<file path="src/rtl/tdc_result_packer.sv">
// TDC result packer: buffers measurement words in a FIFO and streams each one
// as a framed byte sequence (A5, seq, data MSB first, checksum) over valid/ready.
module tdc_result_packer #(
    parameter int DATA_W     = 24,
    parameter int FIFO_DEPTH = 16,
    parameter int NB         = 3
) (
    input  logic                          clk0,
    input  logic                          iRst,
    input  logic [DATA_W-1:0]             iTDC,
    input  logic                          iDone,
    output logic [7:0]                    oByte,
    output logic                          oValid,
    input  logic                          iReady,
    output logic                          oFull,
    output logic                          oEmpty,
    output logic [$clog2(FIFO_DEPTH):0]   oLevel,
    output logic [7:0]                    oOverflow
);

    localparam int AW = $clog2(FIFO_DEPTH);
    localparam int SW = NB * 8;
    localparam int IW = (NB > 1) ? $clog2(NB) : 1;

    localparam logic [2:0] S_IDLE = 3'd0;
    localparam logic [2:0] S_HDR  = 3'd1;
    localparam logic [2:0] S_SEQ  = 3'd2;
    localparam logic [2:0] S_DATA = 3'd3;
    localparam logic [2:0] S_CSUM = 3'd4;

    logic [DATA_W-1:0] mem [FIFO_DEPTH];
    logic [AW:0]       wr_ptr, rd_ptr, wr_nxt, rd_nxt, lvl_nxt;
    logic              push, pop, hs;

    logic [2:0]        state;
    logic [7:0]        seq, csum;
    logic [SW-1:0]     shreg;
    logic [IW-1:0]     idx;

    // Writes only consult the registered full flag, so a same-cycle pop never rescues them.
    assign push   = iDone & ~oFull;
    assign pop    = (state == S_IDLE) & ~oEmpty;
    assign hs     = oValid & iReady;
    assign oValid = (state != S_IDLE);
    assign oLevel = wr_ptr - rd_ptr;

    always_comb begin
        wr_nxt  = wr_ptr + {{AW{1'b0}}, push};
        rd_nxt  = rd_ptr + {{AW{1'b0}}, pop};
        lvl_nxt = wr_nxt - rd_nxt;
    end

    always_ff @(posedge clk0) begin
        if (push) begin
            mem[wr_ptr[AW-1:0]] <= iTDC;
        end
    end

    always_ff @(posedge clk0) begin
        if (iRst) begin
            wr_ptr    <= '0;
            rd_ptr    <= '0;
            oFull     <= 1'b0;
            oEmpty    <= 1'b1;
            oOverflow <= '0;
        end else begin
            wr_ptr <= wr_nxt;
            rd_ptr <= rd_nxt;
            oFull  <= (lvl_nxt == (AW+1)'(FIFO_DEPTH));
            oEmpty <= (lvl_nxt == '0);
            if (iDone && oFull && (oOverflow != 8'hFF)) begin
                oOverflow <= oOverflow + 8'd1;
            end
        end
    end

    always_ff @(posedge clk0) begin
        if (iRst) begin
            state <= S_IDLE;
            seq   <= '0;
            csum  <= '0;
            shreg <= '0;
            idx   <= '0;
        end else begin
            case (state)
                S_IDLE: begin
                    if (pop) begin
                        shreg <= SW'(mem[rd_ptr[AW-1:0]]);
                        csum  <= seq;
                        state <= S_HDR;
                    end
                end
                S_HDR: begin
                    if (hs) state <= S_SEQ;
                end
                S_SEQ: begin
                    if (hs) begin
                        idx   <= '0;
                        state <= S_DATA;
                    end
                end
                S_DATA: begin
                    if (hs) begin
                        csum  <= csum ^ shreg[SW-1 -: 8];
                        shreg <= shreg << 8;
                        if (idx == IW'(NB - 1)) begin
                            state <= S_CSUM;
                        end else begin
                            idx <= idx + 1'b1;
                        end
                    end
                end
                S_CSUM: begin
                    if (hs) begin
                        seq   <= seq + 8'd1;
                        state <= S_IDLE;
                    end
                end
                default: state <= S_IDLE;
            endcase
        end
    end

    always_comb begin
        oByte = 8'h00;
        case (state)
            S_HDR:   oByte = 8'hA5;
            S_SEQ:   oByte = seq;
            S_DATA:  oByte = shreg[SW-1 -: 8];
            S_CSUM:  oByte = csum;
            default: oByte = 8'h00;
        endcase
    end

endmodule

</file>
<file path="config.mk">
export PLATFORM = sky130hd
export DESIGN_NAME = tdc_result_packer
export DESIGN_NICKNAME = d
export VERILOG_FILES = /design/src/rtl/tdc_result_packer.sv
export SDC_FILE = /design/constraint.sdc
export NUM_CORES = 1
export LEC_CHECK = 0
export BUFFER_PORTS_ARGS = -buffer_cell sky130_fd_sc_hd__buf_2
export CAP_MARGIN = 20
export CELL_PAD_IN_SITES_DETAIL_PLACEMENT = 1
export CELL_PAD_IN_SITES_GLOBAL_PLACEMENT = 1
export CORE_UTILIZATION = 57
export CTS_BUF_LIST = sky130_fd_sc_hd__clkbuf_16
export CTS_CLUSTER_DIAMETER = 60
export DETAILED_ROUTE_END_ITERATION = 10
export PLACE_DENSITY = 0.92
export SLEW_MARGIN = 0
export SYNTH_ARGS = -nofsm -noshare
export SYNTH_HDL_FRONTEND = slang
export SYNTH_SLANG_ARGS = --single-unit
</file>
<file path="constraint.sdc">
create_clock -name clk0 -period 6.2 [get_ports clk0]
set_input_delay 0.62 -clock clk0 [delete_from_list [all_inputs] [get_ports clk0]]
set_output_delay 0.62 -clock clk0 [all_outputs]
set_load 0.005 [all_outputs]
</file>
==> run metrics, run 1 <==
status=finished clean; final slew viol count=0; post_cts resized=0; final non-filler cell total=1550; Die Height=around 180 µm; Clock transition at path regs=about 0.06 ns; vias=10200; area share of the largest cell type after synthesis=between 60% and 70%; initial antenna violation count=1; HPWL Detailed=24500 µm; GR Util met2=50.8%; CTS Hold Bufs=0; clock latency on the worst-skew pair=0.57 ns; row cnt=64; Routed WL=46400 µm; RSZ-0062 raised after global routing=no; area occupied by multi-input gates=4750 µm²; Area contributors post-synth=edfxtp_1, mux4_2, dfxtp_1, nor2_1, ha_1; ys async rst share=0%; Final period util=a little under three fifths; htree depth=2; fillers=2640; Pleak=6.62 nW; Total GRT Usage=30.2%; WS Path Type=flip-flop to primary output; Initial Utilization=58.2%; placed insts=1464; minimum clock period=roughly 3.4 ns; Post-CTS Setup Repair Bufs=0; first-pass GRT wire length=68500 µm; largest area contributor in the netlist=edfxtp_1; Die X=179 µm; Max Clock Freq=292 MHz; root buffer cell=clkbuf_16; syn nets=roughly 1100; yosys warns=0; required time worst endpoint=about 5.6 ns; final setup vio count=0; Seq cells post-synth=around 450; placed cell areas=18500 µm²; nets=1160; Fin. Hold Viols=0; First-pass DRT Iterations=5; CTS Buf Count=46; Max FO, Critical Path=39; busiest grt layer=met2; Tightest Pin Transition=1.15 ns; slowest cell on the critical path=dfxtp_4; Pwr Density=396 nW/µm²; Final ANT Viol Nets=0; Clock Sink Count=449; crit path DAT=2.81 ns; DRC viols=0; CP Buf/Inv Count=2; met3 Track Usage GR=4.79%; Min Hold Slack=0.436 ns; Min-Delay Path Class=input pin to flip-flop; Core Region=30700 µm²; IO Pins=52; CTS tree=built; Congestion Overflow GR=0; critical path, cell by cell=clkinv_1, ha_1, a21o_1, a21oi_1, xnor2_1, buf_2; register area=12800 µm²; routability congestion estimate=0.769; peak supply drop=290 µV; Setup Skew=between 0.02 and 0.025 ns; Layout area overhead=11.7%; Mean Syn Cell Area=16.8 µm²; final instance area=19900 µm²; max incr delay on CP=0.75 ns; Seq/Total Area, Yosys=72.0%; vias per cell=6.61; GR Util met1=38.5%; CP startpoint kind=flip-flop; Synth cell types=46; normalized max-slew margin=23.0%; Routed wire per std cell=29.9 µm; PortBufs=51; vias in the first global route=10800; Top FF cell, synth=edfxtp_1; Post-synth EDFFs=384; max-capacitance violation count=0; Max clock buf depth=3; DR iter-0 viols=921; Mapped Area=17800 µm²; Mapped Cells=1064; largest net degree at the start of global routing=67; Die Area=roughly 32000 µm²; proportion of layout cells with a drive suffix above 1=21.4%; crit end category=primary output; Pwr Total=around 7.9 mW; kind of cell adding the most delay to the critical path=flip-flops; Setup TNS=0 ns
## cells by family after synthesis
| kind of cell | share of synthesized area [%] |
|---|---|
| AOI/OAI and AO/OA | 3.26 |
| buffers and inverters | 2.03 |
| adders and majority gates | 1.16 |
| xor gates and xnor gates | 1.33 |
| and+or+nand+nor | 7.30 |
| DFF | 72.0 |
| muxes | 13.0 |
## layout by cell type, fill, tap and decap left out, drive strengths merged, types with 5 or more instances in the layout
cell type / n
a211oi: 8
a21o: 6
a21oi: 28
a31oi: 10
buf: 64
clkbuf: 47
clkinv: 21
dfxtp: 65
edfxtp: 384
ha: 15
inv: 32
mux2i: 15
mux4: 96
nand2: 32
nand3: 15
nor2: 167
nor2b: 5
nor3: 33
nor4: 19
o21ai: 8
o22ai: 24
xnor2: 14
xor2: 13
## synth_stat cells (all sizes together) (5+ instances only)
cell and instances:
edfxtp 384, nor2 167, mux4 96, dfxtp 65, nor3 33, buf 32, nand2 32, a21oi 28
clkbuf 28, o22ai 24, nor4 19, inv 16, ha 15, mux2i 15, nand3 15, xnor2 14
xor2 13, a31oi 10, a211oi 8, o21ai 8, a21o 6, nor2b 5
## worst register-to-register path, stage by stage (launching register included)
cell and delay (ns):
dfxtp_2 0.32, buf_4 0.60, clkinv_1 0.27, buf_4 0.40, xnor2_1 0.34, ha_1 0.31
xnor2_1 0.18, nand2b_1 0.07, mux2i_1 0.19, nand3_1 0.11, nor3_1 0.16
## metal layers
layer,vias to the layer above,routed length [µm],part of all wire (%)
met1,5264,17300,37
met3,137,3550,7.6
met4,0,2020,4.3
met2,598,23500,51
li1,4244,-,-
met5,-,0,0
## flip-flops by register name (all words and copies together), names as in the netlist
register   cells
wr_ptr         5
mem          384
shreg         24
oFull          1
csum           8
state          3
idx            2
oOverflow      8
rd_ptr         5
oEmpty         1
seq            8
## where the power goes
part / switching, mW / total (mW) / internal [mW] / leakage [nW]
sequential: 0.216 / 3.70 / 3.48 / 4.00
clock: 1.16 / 2.62 / 1.46 / 0.748
combinational: 0.882 / 1.58 / 0.702 / 1.87
total: 2.25 / 7.90 / 5.64 / 6.62
## cell type report
cell class | count | share of cell area (%)
sequential | 449 | 64.4
multi-input combinational | 537 | 23.8
clock buffer | 47 | 5.90
tap | 396 | 2.49
timing repair buffer | 64 | 1.77
clock inverter | 38 | 1.21
inverter | 18 | 0.339
antenna | 1 | 0.0126
## metrics by stage
stage | utilization, % | setup slack, ns
after CTS | 65.0 | 2.78
after floorplan | - | 3.04
after global routing | 65.0 | 2.60
after detailed placement | 60.3 | 3.16
after global placement | 60.3 | 3.26
final | 65.0 | 2.77
## worst paths after layout
kind / start / endpoint / slack, ns / cells after the start
hold reg to reg: idx[1]$_SDFFE_PP0P_ / idx[1]$_SDFFE_PP0P_ / 0.51 / 2
setup / recovery: rd_ptr[1]$_SDFF_PP0_ / oLevel[3] / 2.77 / 6
setup reg to reg: rd_ptr[3]$_SDFF_PP0_ / oFull$_SDFF_PP0_ / 3.16 / 10
hold / removal: iTDC[11] / mem[3][11]$_DFFE_PP_ / 0.44 / 1
Note: power is estimated with default switching activity, not from simulation.
==> inputs of run 2 (changes only) <==
--- a/config.mk
+++ b/config.mk
@@ -9,11 +9,11 @@
 export CAP_MARGIN = 20
 export CELL_PAD_IN_SITES_DETAIL_PLACEMENT = 1
 export CELL_PAD_IN_SITES_GLOBAL_PLACEMENT = 1
-export CORE_UTILIZATION = 57
+export CORE_UTILIZATION = 48
 export CTS_BUF_LIST = sky130_fd_sc_hd__clkbuf_16
 export CTS_CLUSTER_DIAMETER = 60
 export DETAILED_ROUTE_END_ITERATION = 10
-export PLACE_DENSITY = 0.92
+export PLACE_DENSITY = 0.83
 export SLEW_MARGIN = 0
 export SYNTH_ARGS = -nofsm -noshare
 export SYNTH_HDL_FRONTEND = slang
==> constraint.sdc (replaced) <==
create_clock -name clk0 -period 2.7 [get_ports clk0]
set_input_delay 0.27 -clock clk0 [delete_from_list [all_inputs] [get_ports clk0]]
set_output_delay 0.27 -clock clk0 [all_outputs]
set_load 0.005 [all_outputs]
==> run metrics, run 2 (synthesized netlist as in run 1, its figures left out) <==
start point of the worst hold path=iTDC[11]; Pwr Total=17.9 mW (+130%); Pwr Density=879 nW/µm² (+120%); Worst Reg-to-Reg Cells=8 (-2); CTS Buf Count=46 (unchanged); required time worst endpoint=2.43 ns (-3.15 ns); DRC viols=0 (unchanged); vias per cell=6.01 (-9.0%); Min Hold Slack=0.0642 ns (-0.372 ns); Clock Sink Count=449 (unchanged); r2r endpoint=oEmpty$_SDFF_PP1_; Pleak=6.78 nW (+2.3%); CTS Hold Bufs=0 (unchanged); setup slack, reg-to-reg=0.26 ns (-2.90 ns); vias in the first global route=10500 (-2.7%); commonest cells after routing, fill and taps aside=edfxtp_1, nor2_1, mux4_2; vias=9923 (-3.1%); nets=1189 (+2.5%); Sw Ratio=27.9% (-0.60 points); commonest non-fill, non-tap cell in the layout=edfxtp_1; htree depth=2 (unchanged); Die Area=37900 µm² (+19%); first-pass GRT wire length=65000 µm (-5.2%); status=finished clean; Routed wire per std cell=26.1 µm (-13%); Congestion Overflow GR=0 (unchanged); Die Height=195 µm (+8.9%); Total GRT Usage=23.4% (-6.8 points); Min-Delay Path Class=input pin to flip-flop; net switching power=5.01 mW (+120%); normalized max-slew margin=38.3% (+15 points); CTS tree=built; max-capacitance violation count=0 (unchanged); Largest register FFs=384 (unchanged); worst r2r src=oFull$_SDFF_PP0_; RSZ-0062 raised after global routing=no; Layout area overhead=14.4%; minimum clock period=2.52 ns; largest net degree at the start of global routing=65 (-3.0%); part of the power in the clock network=32.5% (-0.6 points); Tightest Pin Transition=0.926 ns (-0.226 ns); Max Clock Freq=397 MHz; routability congestion estimate=0.804 (+4.6%); Max clock buf depth=3 (unchanged); Initial Utilization=48.7% (-9.4 points); Hold Path Sink=mem[8][11]$_DFFE_PP_; Post-CTS Setup Repair Bufs=0 (unchanged); row cnt=70 (+9.4%); WS Path Type=flip-flop to primary output; Setup Skew=0.0258 ns (+0.00528 ns); HPWL Detailed=25000 µm (+2.2%); Routed WL=43100 µm (-7.1%); root buffer cell=clkbuf_16; initial antenna violation count=3 (+2); final slew viol count=0 (unchanged); crit path DAT=2.25 ns (-0.56 ns); Max FO, Critical Path=4 (-90%); Core Region=36600 µm² (+19%); CP startpoint kind=flip-flop; peak supply drop=581 µV (+100%); Final ANT Viol Nets=0 (unchanged); clock latency on the worst-skew pair=0.58 ns (about the same); fillers=3376 (+28%); crit end category=primary output; Setup TNS=0 ns (unchanged); part of the power in registers=46.4% (-0.4 points); DR iter-0 viols=758 (-18%); P_int=12.9 mW (+130%); Final period util=between 90% and 100%; final setup vio count=0 (unchanged); Fin. Hold Viols=0 (unchanged); First-pass DRT Iterations=5 (unchanged); Util after Layout=55.7% (-9.3 points); PortBufs=51 (unchanged); Die X=195 µm (+8.9%); proportion of layout cells with a drive suffix above 1=23.6% (+2.2 points); Hold Path Depth=1 (unchanged); IO Pins=52 (unchanged); Clock transition at path regs=0.06 ns (about the same); Comb pwr share=21.0% (+0.9 points)
run 2: cell count changes in the layout (fill, tap and decap cells not counted), moves of 2 or more:
cell,before,now
clkinv_1,12,10
nor3_4,0,4
nor3_2,4,0
clkinv_2,6,10
inv_1,30,28
buf_12,0,14
buf_4,13,28
run 2: power groups by stage:
stage,logic [mW],clock network [mW],registers (mW)
floorplan,2.77,0,8.29
global placement,3.62,0,8.42
detailed placement,3.77,0,8.47
CTS,3.82,5.94,8.33
global route,4.11,6.18,8.38
finish,3.78,5.83,8.33
run 2: critical path: stages (launching register included):
cell	delay (ns)
dfxtp_1	0.40
inv_1	0.10
ha_1	0.24
fa_1	0.41
inv_1	0.08
a21o_1	0.11
a21oi_1	0.07
xnor2_1	0.14
buf_2	0.13
run 2: worst max-delay path by stage:
stage,depth (start not counted),startpoint,end
2_1_floorplan,11,state[1]$_SDFFE_PP0P_,oEmpty$_SDFF_PP1_
3_3_place_gp,9,iDone,oEmpty$_SDFF_PP1_
3_5_place_dp,9,iDone,oEmpty$_SDFF_PP1_
4_1_cts,7,state[0]$_SDFFE_PP0P_,oByte[6]
5_1_grt,8,wr_ptr[0]$_SDFF_PP0_,oLevel[4]
6_report,8,wr_ptr[0]$_SDFF_PP0_,oLevel[4]
run 2: cell type report:
| class | count | area [µm²] | area share (%) |
|---|---|---|---|
| well taps | 468 | 586 | 2.87 |
| clock inverters | 37 | 224 | 1.10 |
| diodes | 2 | 5.00 | 0.0245 |
| clock buffers | 46 | 1150 | 5.64 |
| repair buffers | 93 | 746 | 3.66 |
| flip-flops and latches | 449 | 12800 | 63.0 |
| multi-input cells | 537 | 4780 | 23.4 |
| inverters | 18 | 68.8 | 0.337 |
run 2: per-layer routing:
metal / share of wire (%) / routed length, µm / global-route usage (%)
met5: 0.019 / 8 / 0
met3: 6.4 / 2740 / 5.24
met2: 50 / 21500 / 38.7
met4: 3.3 / 1420 / 9.36
met1: 40 / 17400 / 30.2
run 2: per-stage QoR:
stage               cells  setup slack, ns  area [µm²]
floorplan            1064           0.0214       17900
detailed placement   1565            0.216       19000
finish               1650            0.184       20400
CTS                  1648            0.113       20400
global placement     1565            0.382       19000
global route         1649           0.0497       20400
run 2: what timing repair did:
| item | 4_1_cts | 5_1_grt |
|---|---|---|
| resized for setup | 1 | 1 |
| endpoints found under the setup margin | 1 | 1 |
| hold endpoints to repair | 0 | 0 |
| gates cloned | 0 | 0 |
